--- src/rtl/updn_button_ctrl.sv ---
// Turns two raw up/down push-buttons into a stable direction level (UD) and a one-cycle STEP per clean press.
// Optional auto-repeat while a button is held: define UPDN_AUTO_REPEAT_EN.
module updn_button_ctrl #(
   parameter int DEB_CYCLES    = 4,
   parameter int DEB_W         = 8,
   parameter int HOLD_CYCLES   = 16,
   parameter int REPEAT_CYCLES = 8
) (
   input  logic CLK,
   input  logic RESETN,
   input  logic BTN_UP,
   input  logic BTN_DN,
   output logic UD,
   output logic STEP
);

   localparam logic [1:0] IDLE = 2'd0;
   localparam logic [1:0] ARM  = 2'd1;
   localparam logic [1:0] HOLD = 2'd2;

   if (DEB_CYCLES < 2 || DEB_CYCLES > 255 || DEB_CYCLES >= (1 << DEB_W)
       || HOLD_CYCLES < 1 || REPEAT_CYCLES < 1) begin : g_param_check
      $error("updn_button_ctrl: illegal parameter set");
   end

   // Bit 0 carries the up button, bit 1 the down button throughout.
   logic [1:0] raw;
   logic [1:0] s1;
   logic [1:0] s2;
   logic [1:0] deb;

   assign raw = {BTN_DN, BTN_UP};

   always_ff @(posedge CLK or negedge RESETN) begin
      if (!RESETN) begin
         s1 <= '0;
         s2 <= '0;
      end else begin
         s1 <= raw;
         s2 <= s1;
      end
   end

   for (genvar i = 0; i < 2; i++) begin : g_deb
      logic [DEB_W-1:0] cnt;
      logic             lvl;

      // Level flips only after DEB_CYCLES consecutive disagreeing samples.
      always_ff @(posedge CLK or negedge RESETN) begin
         if (!RESETN) begin
            cnt <= '0;
            lvl <= 1'b0;
         end else if (s2[i] == lvl) begin
            cnt <= '0;
         end else if (cnt == DEB_W'(DEB_CYCLES - 1)) begin
            cnt <= '0;
            lvl <= ~lvl;
         end else begin
            cnt <= cnt + DEB_W'(1);
         end
      end

      assign deb[i] = lvl;
   end

   logic [1:0] state;
   logic [1:0] state_nx;
   logic       act;
   logic       act_nx;
   logic       ud_nx;
   logic       act_deb;

   // act=1: the up button owns the current press.
   assign act_deb = act ? deb[0] : deb[1];

`ifdef UPDN_AUTO_REPEAT_EN
   localparam int REP_MAX = (HOLD_CYCLES > REPEAT_CYCLES) ? HOLD_CYCLES : REPEAT_CYCLES;
   localparam int REP_W   = $clog2(REP_MAX + 1);

   logic [REP_W-1:0] rep_cnt;
   logic             rep_first;
   logic             rep_due;

   assign rep_due = (rep_cnt == (rep_first ? REP_W'(HOLD_CYCLES - 1)
                                           : REP_W'(REPEAT_CYCLES - 1)));
`endif

   always_comb begin
      state_nx = state;
      act_nx   = act;
      ud_nx    = UD;
      case (state)
         IDLE: begin
            if (deb[0] && !deb[1]) begin
               state_nx = ARM;
               act_nx   = 1'b1;
               ud_nx    = 1'b1;
            end else if (deb[1] && !deb[0]) begin
               state_nx = ARM;
               act_nx   = 1'b0;
               ud_nx    = 1'b0;
            end
         end
         ARM:  state_nx = HOLD;
         HOLD: begin
            if (!act_deb) begin
               state_nx = IDLE;
            end
`ifdef UPDN_AUTO_REPEAT_EN
            else if (rep_due) begin
               state_nx = ARM;
            end
`endif
         end
         default: state_nx = IDLE;
      endcase
   end

   always_ff @(posedge CLK or negedge RESETN) begin
      if (!RESETN) begin
         state <= IDLE;
         act   <= 1'b0;
         UD    <= 1'b0;
         STEP  <= 1'b0;
      end else begin
         state <= state_nx;
         act   <= act_nx;
         UD    <= ud_nx;
         STEP  <= (state_nx == ARM);
      end
   end

`ifdef UPDN_AUTO_REPEAT_EN
   // Counter runs only while staying in HOLD; any exit or fresh entry restarts it.
   always_ff @(posedge CLK or negedge RESETN) begin
      if (!RESETN) begin
         rep_cnt   <= '0;
         rep_first <= 1'b0;
      end else begin
         if (state != HOLD || state_nx != HOLD) begin
            rep_cnt <= '0;
         end else begin
            rep_cnt <= rep_cnt + REP_W'(1);
         end
         if (state == IDLE && state_nx == ARM) begin
            rep_first <= 1'b1;
         end else if (state == HOLD && state_nx == ARM) begin
            rep_first <= 1'b0;
         end
      end
   end
`endif

endmodule

--- config.mk ---
export PLATFORM = sky130hd
export DESIGN_NAME = updn_button_ctrl
export DESIGN_NICKNAME = d
export VERILOG_FILES = /design/src/rtl/updn_button_ctrl.sv
export SDC_FILE = /design/constraint.sdc
export NUM_CORES = 1
export LEC_CHECK = 0
export CORE_AREA = 4 4 55 52
export CTS_BUF_LIST = sky130_fd_sc_hd__clkbuf_16
export CTS_CLUSTER_DIAMETER = 40
export CTS_CLUSTER_SIZE = 8
export DETAILED_ROUTE_END_ITERATION = 6
export DIE_AREA = 0 0 59 56
export PLACE_DENSITY_LB_ADDON = 0.3
export SLEW_MARGIN = 20
export SYNTH_ARGS = -nofsm -noshare
export SYNTH_HDL_FRONTEND = slang
export SYNTH_SLANG_ARGS = --single-unit
--- constraint.sdc ---
create_clock -name CLK -period 1.7 [get_ports CLK]
set_input_delay 0.51 -clock CLK [delete_from_list [all_inputs] [get_ports CLK]]
set_output_delay 0.51 -clock CLK [all_outputs]
set_load 0.02 [all_outputs]
Word-level counts from Yosys, hierarchy flattened

Index checks and enable logic that the tools add are counted.

Register bits after elaboration: 26
Output and inout port bits: 2
Logic and storage cells: 42

Add/sub/neg operators: 2
Equality and inequality tests: 7
Muxes and demuxes: 11
Bitwise logic cells: 4
Reduce and logical (&&, ||, !) cells: 9

Operators by type and width:

| operator                                      | number |
|---|---|
| 2-to-1 mux 8 bit                              | 4 |
| adder 8 x 1 -> 8 bit, second input constant   | 2 |
| == test 8 x 2 -> 1 bit, second input constant | 2 |
| 2-to-1 mux 2 bit                              | 3 |
| case mux 2 bit (3 select lines)               | 1 |
| AND reduction 2 bit                           | 3 |
| == test 2 x 1 -> 1 bit, second input constant | 2 |
| NOT 1 bit                                     | 4 |
| 2-to-1 mux 1 bit                              | 3 |
| == test 1 bit                                 | 2 |
| == test 2 bit, second input constant          | 1 |
| logical AND 1 bit                             | 2 |
| logical NOT 1 bit                             | 2 |
| logical NOT 2 bit                             | 1 |
| nonzero test 2 bit                            | 1 |

Longest topological paths before layout

Word-level depth: 6
Mapped depth: 4
Mapped depth without buffers: 4

Worst setup path before layout

No wires, ideal clock.

Kind: reg2reg
Start: register g_deb[0].cnt[0]
End: register g_deb[0].lvl
Data arrival time: 1.565 ns
Setup slack: 0.007 ns
Stages on the path, launching flop included: 5
Period minus slack after synthesis: 1.693 ns
Cell sequence: dfrtp_1 ha_1 or4b_4 nor4_2 mux2_1

Longest elaborated chain between the ends: 2

RTL lines:

| what                                 | RTL line | RTL |
|---|---|---|
| start, declared                      | 45       | `logic [DEB_W-1:0] cnt;` |
| start signal, assigned               | 59       | `cnt <= cnt + DEB_W'(1);` |
| == test 8 x 2 -> 1 bit               | 55       | `end else if (cnt == DEB_W'(DEB_CYCLES - 1)) begin` |
| AND reduction 2 bit (no source line) | -        |  |
| end signal, assigned                 | 57       | `lvl <= ~lvl;` |
| end, declared                        | 46       | `logic lvl;` |

Every way passes these cells.
A chain may end at the register's enable or synchronous reset.

Worst setup path in the final report

Same ends and word-level chain as after synthesis.

==> run metrics <==
outcome=completed; Post-Route WL=1.92 mm; Layout area overhead=23.6%; first-pass GRT wire length=3.35 mm; Cell Pwr Density=1500 nW/um2; Pre-antenna DRT Iters=3; Root Buffer=clkbuf_16; final worst slack=0.0626 ns; Initial Util=48.9%; overall routing resource usage=13.2%; die span in y=56 um; Critical Path Stages=4; Max-slew headroom=75.8%; CP Buf/Inv Count=0; largest net degree at the start of global routing=27; hold slack=0.350 ns; routed vias/inst=5.38; number of synthesized flops with an enable pin=0; antenna violations before repair=0; crit path cell chain=ha_2, or4b_4, nor4_4, mux2_4; Skew-Pair Late Insertion Delay=0.26 ns; Cells after Synth=101; post-DP HPWL=1.28 mm; CTS sink count=26; Core ar.=2340 um2; layout cell share with drive strength beyond 1=16.1%; Synth Net Count=109; Final Hold Viols=0; # DRC=0; CTS buffer count=3; register share of total power=40.4%; Placer Congestion=0.750; Worst Max-Slew Pin Slew=0.360 ns; Cell variety after synth=25; yosys warns=0; Iter 0 DRT Violations=10; final slew viol count=0; final period utilization=96.3%; max incr delay on CP=0.50 ns; WS Path Type=register to register; Rows=17; hold depth=0; post-route ant nets=0; Critical Path RT=1.84 ns; syn_area_per_cell=11.3 um2; Clock power frac=31.9%; # IOs=6; Fmax=0.611 GHz; Pleak=0.635 nW; Fill cells=196; Layout Skew=0.000940 ns; min Tclk post-route=1.64 ns; routed via count=785; number of global-route vias before repair=812; Ant. Diodes=0; crit-path leading delay family=simple AND/OR/NAND/NOR gates; critical path endpoint category=register; Port-buffer cells=5; Clock Path Buffers=2; switching part of the total power=29.0%; Worst EP arrival=1.78 ns; Die X=59 um; wire per inst=13.2 um; HP Class=register to register; share of Yosys cell area claimed by the top area cell type=56.8%; CTS H-tree depth=1; cell area after synthesis=1140 um2; Place WS=0.0324 ns; CTS clk-pin slew, worst paths=0.06 ns; Max-cap violations=0; RSZ-0062 raised after global routing=true; count of final setup violators=0; R2R depth=4; switching power=0.613 mW; TritonCTS clock tree=yes; Max FO, Critical Path=2; VDD IR-drop max=929 uV; prevailing post-synth register cell=dfrtp_1; largest cells by area after synthesis=dfrtp_1 57%, ha_1 4.4%, xor2_1 3.8%; Cell Int Power=1.51 mW; area leader, netlist=dfrtp_1; ys async rst share=100%; flop and latch count out of synthesis=26; sequential element share of the synthesized area=56.8%; Net count, final=127; GRT overflow=0; Setup crit start kind=register; Combinational Power Share=27.7%; CP max stage cell=or4b_4; Die ar.=3300 um2
==> power by group through the flow <==
stage          Combinational (mW)  Sequential, mW  Clock, mW
6_report                    0.586           0.856      0.676
5_1_grt                     0.653           0.877      0.714
4_1_cts                     0.573           0.853      0.686
3_5_place_dp                0.571           0.865          0
3_3_place_gp                0.543           0.858          0
2_1_floorplan               0.352           0.862          0
==> what timing repair did <==
action,CTS,global route
pin swaps,0,0
setup buffers,0,1
hold buffers,0,0
endpoints found under the setup margin,1,4
resized for setup,1,5
==> layout make-up <==
type                       count  area [um2]  share of cell area (%)
inverter                       5        18.8                    1.33
clock buffer                   3        75.1                    5.31
sequential                    26         651                    46.0
tap                           28        35.0                    2.48
timing repair buffer          14         119                    8.40
multi-input combinational     69         487                    34.4
clock inverter                 1        30.0                    2.12
==> synth_stat cells (2+ instances only) <==
library cell and number:
dfrtp_1 26, nor2_1 11, a21oi_1 7, nand3_1 7
or3_1 6, inv_1 5, o21ai_0 5, xor2_1 5
ha_1 4, nor3_1 4, nand2_1 3, xnor2_1 3
mux2_1 2, nand4_1 2
==> through the flow <==
stage	cell area (um2)	std cells	power (mW)	TNS [ns]	util, %
2_1_floorplan	1140	101	1.21	0	-
3_3_place_gp	1280	141	1.40	0	54.8
3_5_place_dp	1280	141	1.44	0	54.8
4_1_cts	1390	145	2.11	0	59.3
5_1_grt	1420	146	2.24	-0.0104	60.5
6_report	1420	146	2.12	0	60.5
==> flip-flops by register name, indices dropped and copies added (netlist names) <==
| name | count |
|---|---|
| state | 2 |
| g_deb.lvl | 2 |
| s1 | 2 |
| g_deb.cnt | 16 |
| STEP | 1 |
| UD | 1 |
| s2 | 2 |
==> worst reg2reg max path: cells and delay by family (launching register included) <==
family | cells | cell delay, ns
multiplexers | 1 | 0.32
flip-flops | 1 | 0.35
adder cells (fa/ha/maj) | 1 | 0.17
AND/OR/NAND/NOR | 2 | 0.68
==> logic make-up (layout without fill, tap and decap cells) <==
kind of cell               Yosys count  in the layout  synth area share, %
adders and majority gates            4              4                 4.37
buffers and inverters                6             23                 2.30
and+or+nand+nor                     37             37                 17.4
xor gates and xnor gates             8              8                 6.12
AOI/OAI and AO/OA                   17             17                 10.2
muxes                                3              3                 2.84
DFF                                 26             26                 56.8
==> per-layer routing <==
| layer | part of all wire, % | up-vias | GRT usage, % |
|---|---|---|---|
| met1 | 48 | 388 | 15.9 |
| li1 | - | 389 | - |
| met4 | 0.62 | 0 | 7.12 |
| met3 | 2.9 | 2 | 2.78 |
| met5 | 0 | - | 0 |
| met2 | 49 | 6 | 21.5 |
==> placed cells by master, fill, tap and decap left out, drive strengths merged, types with 2 or more instances in the layout <==
| cell | instances |
|---|---|
| inv | 5 |
| dfrtp | 26 |
| xor2 | 5 |
| o21ai | 6 |
| nand3 | 7 |
| a21oi | 7 |
| nand2 | 3 |
| nor3 | 4 |
| nand4 | 2 |
| xnor2 | 3 |
| ha | 4 |
| clkdlybuf4s50 | 3 |
| or3 | 6 |
| buf | 9 |
| clkbuf | 3 |
| nor2 | 11 |
| mux2 | 2 |
==> path summary, 6_finish.rpt <==
path / to / slack [ns] / start
max: g_deb[0].lvl / 0.06 / g_deb[0].cnt[0]
min: s2[0] / 0.35 / s1[0]
max reg2reg: g_deb[0].lvl / 0.06 / g_deb[0].cnt[0]
min reg2reg: s2[0] / 0.35 / s1[0]
max in group asynchronous: g_deb[0].cnt[7] / 0.83 / RESETN
min in group asynchronous: g_deb[0].cnt[3] / 0.62 / RESETN
Power figures use the tool's default switching activity.
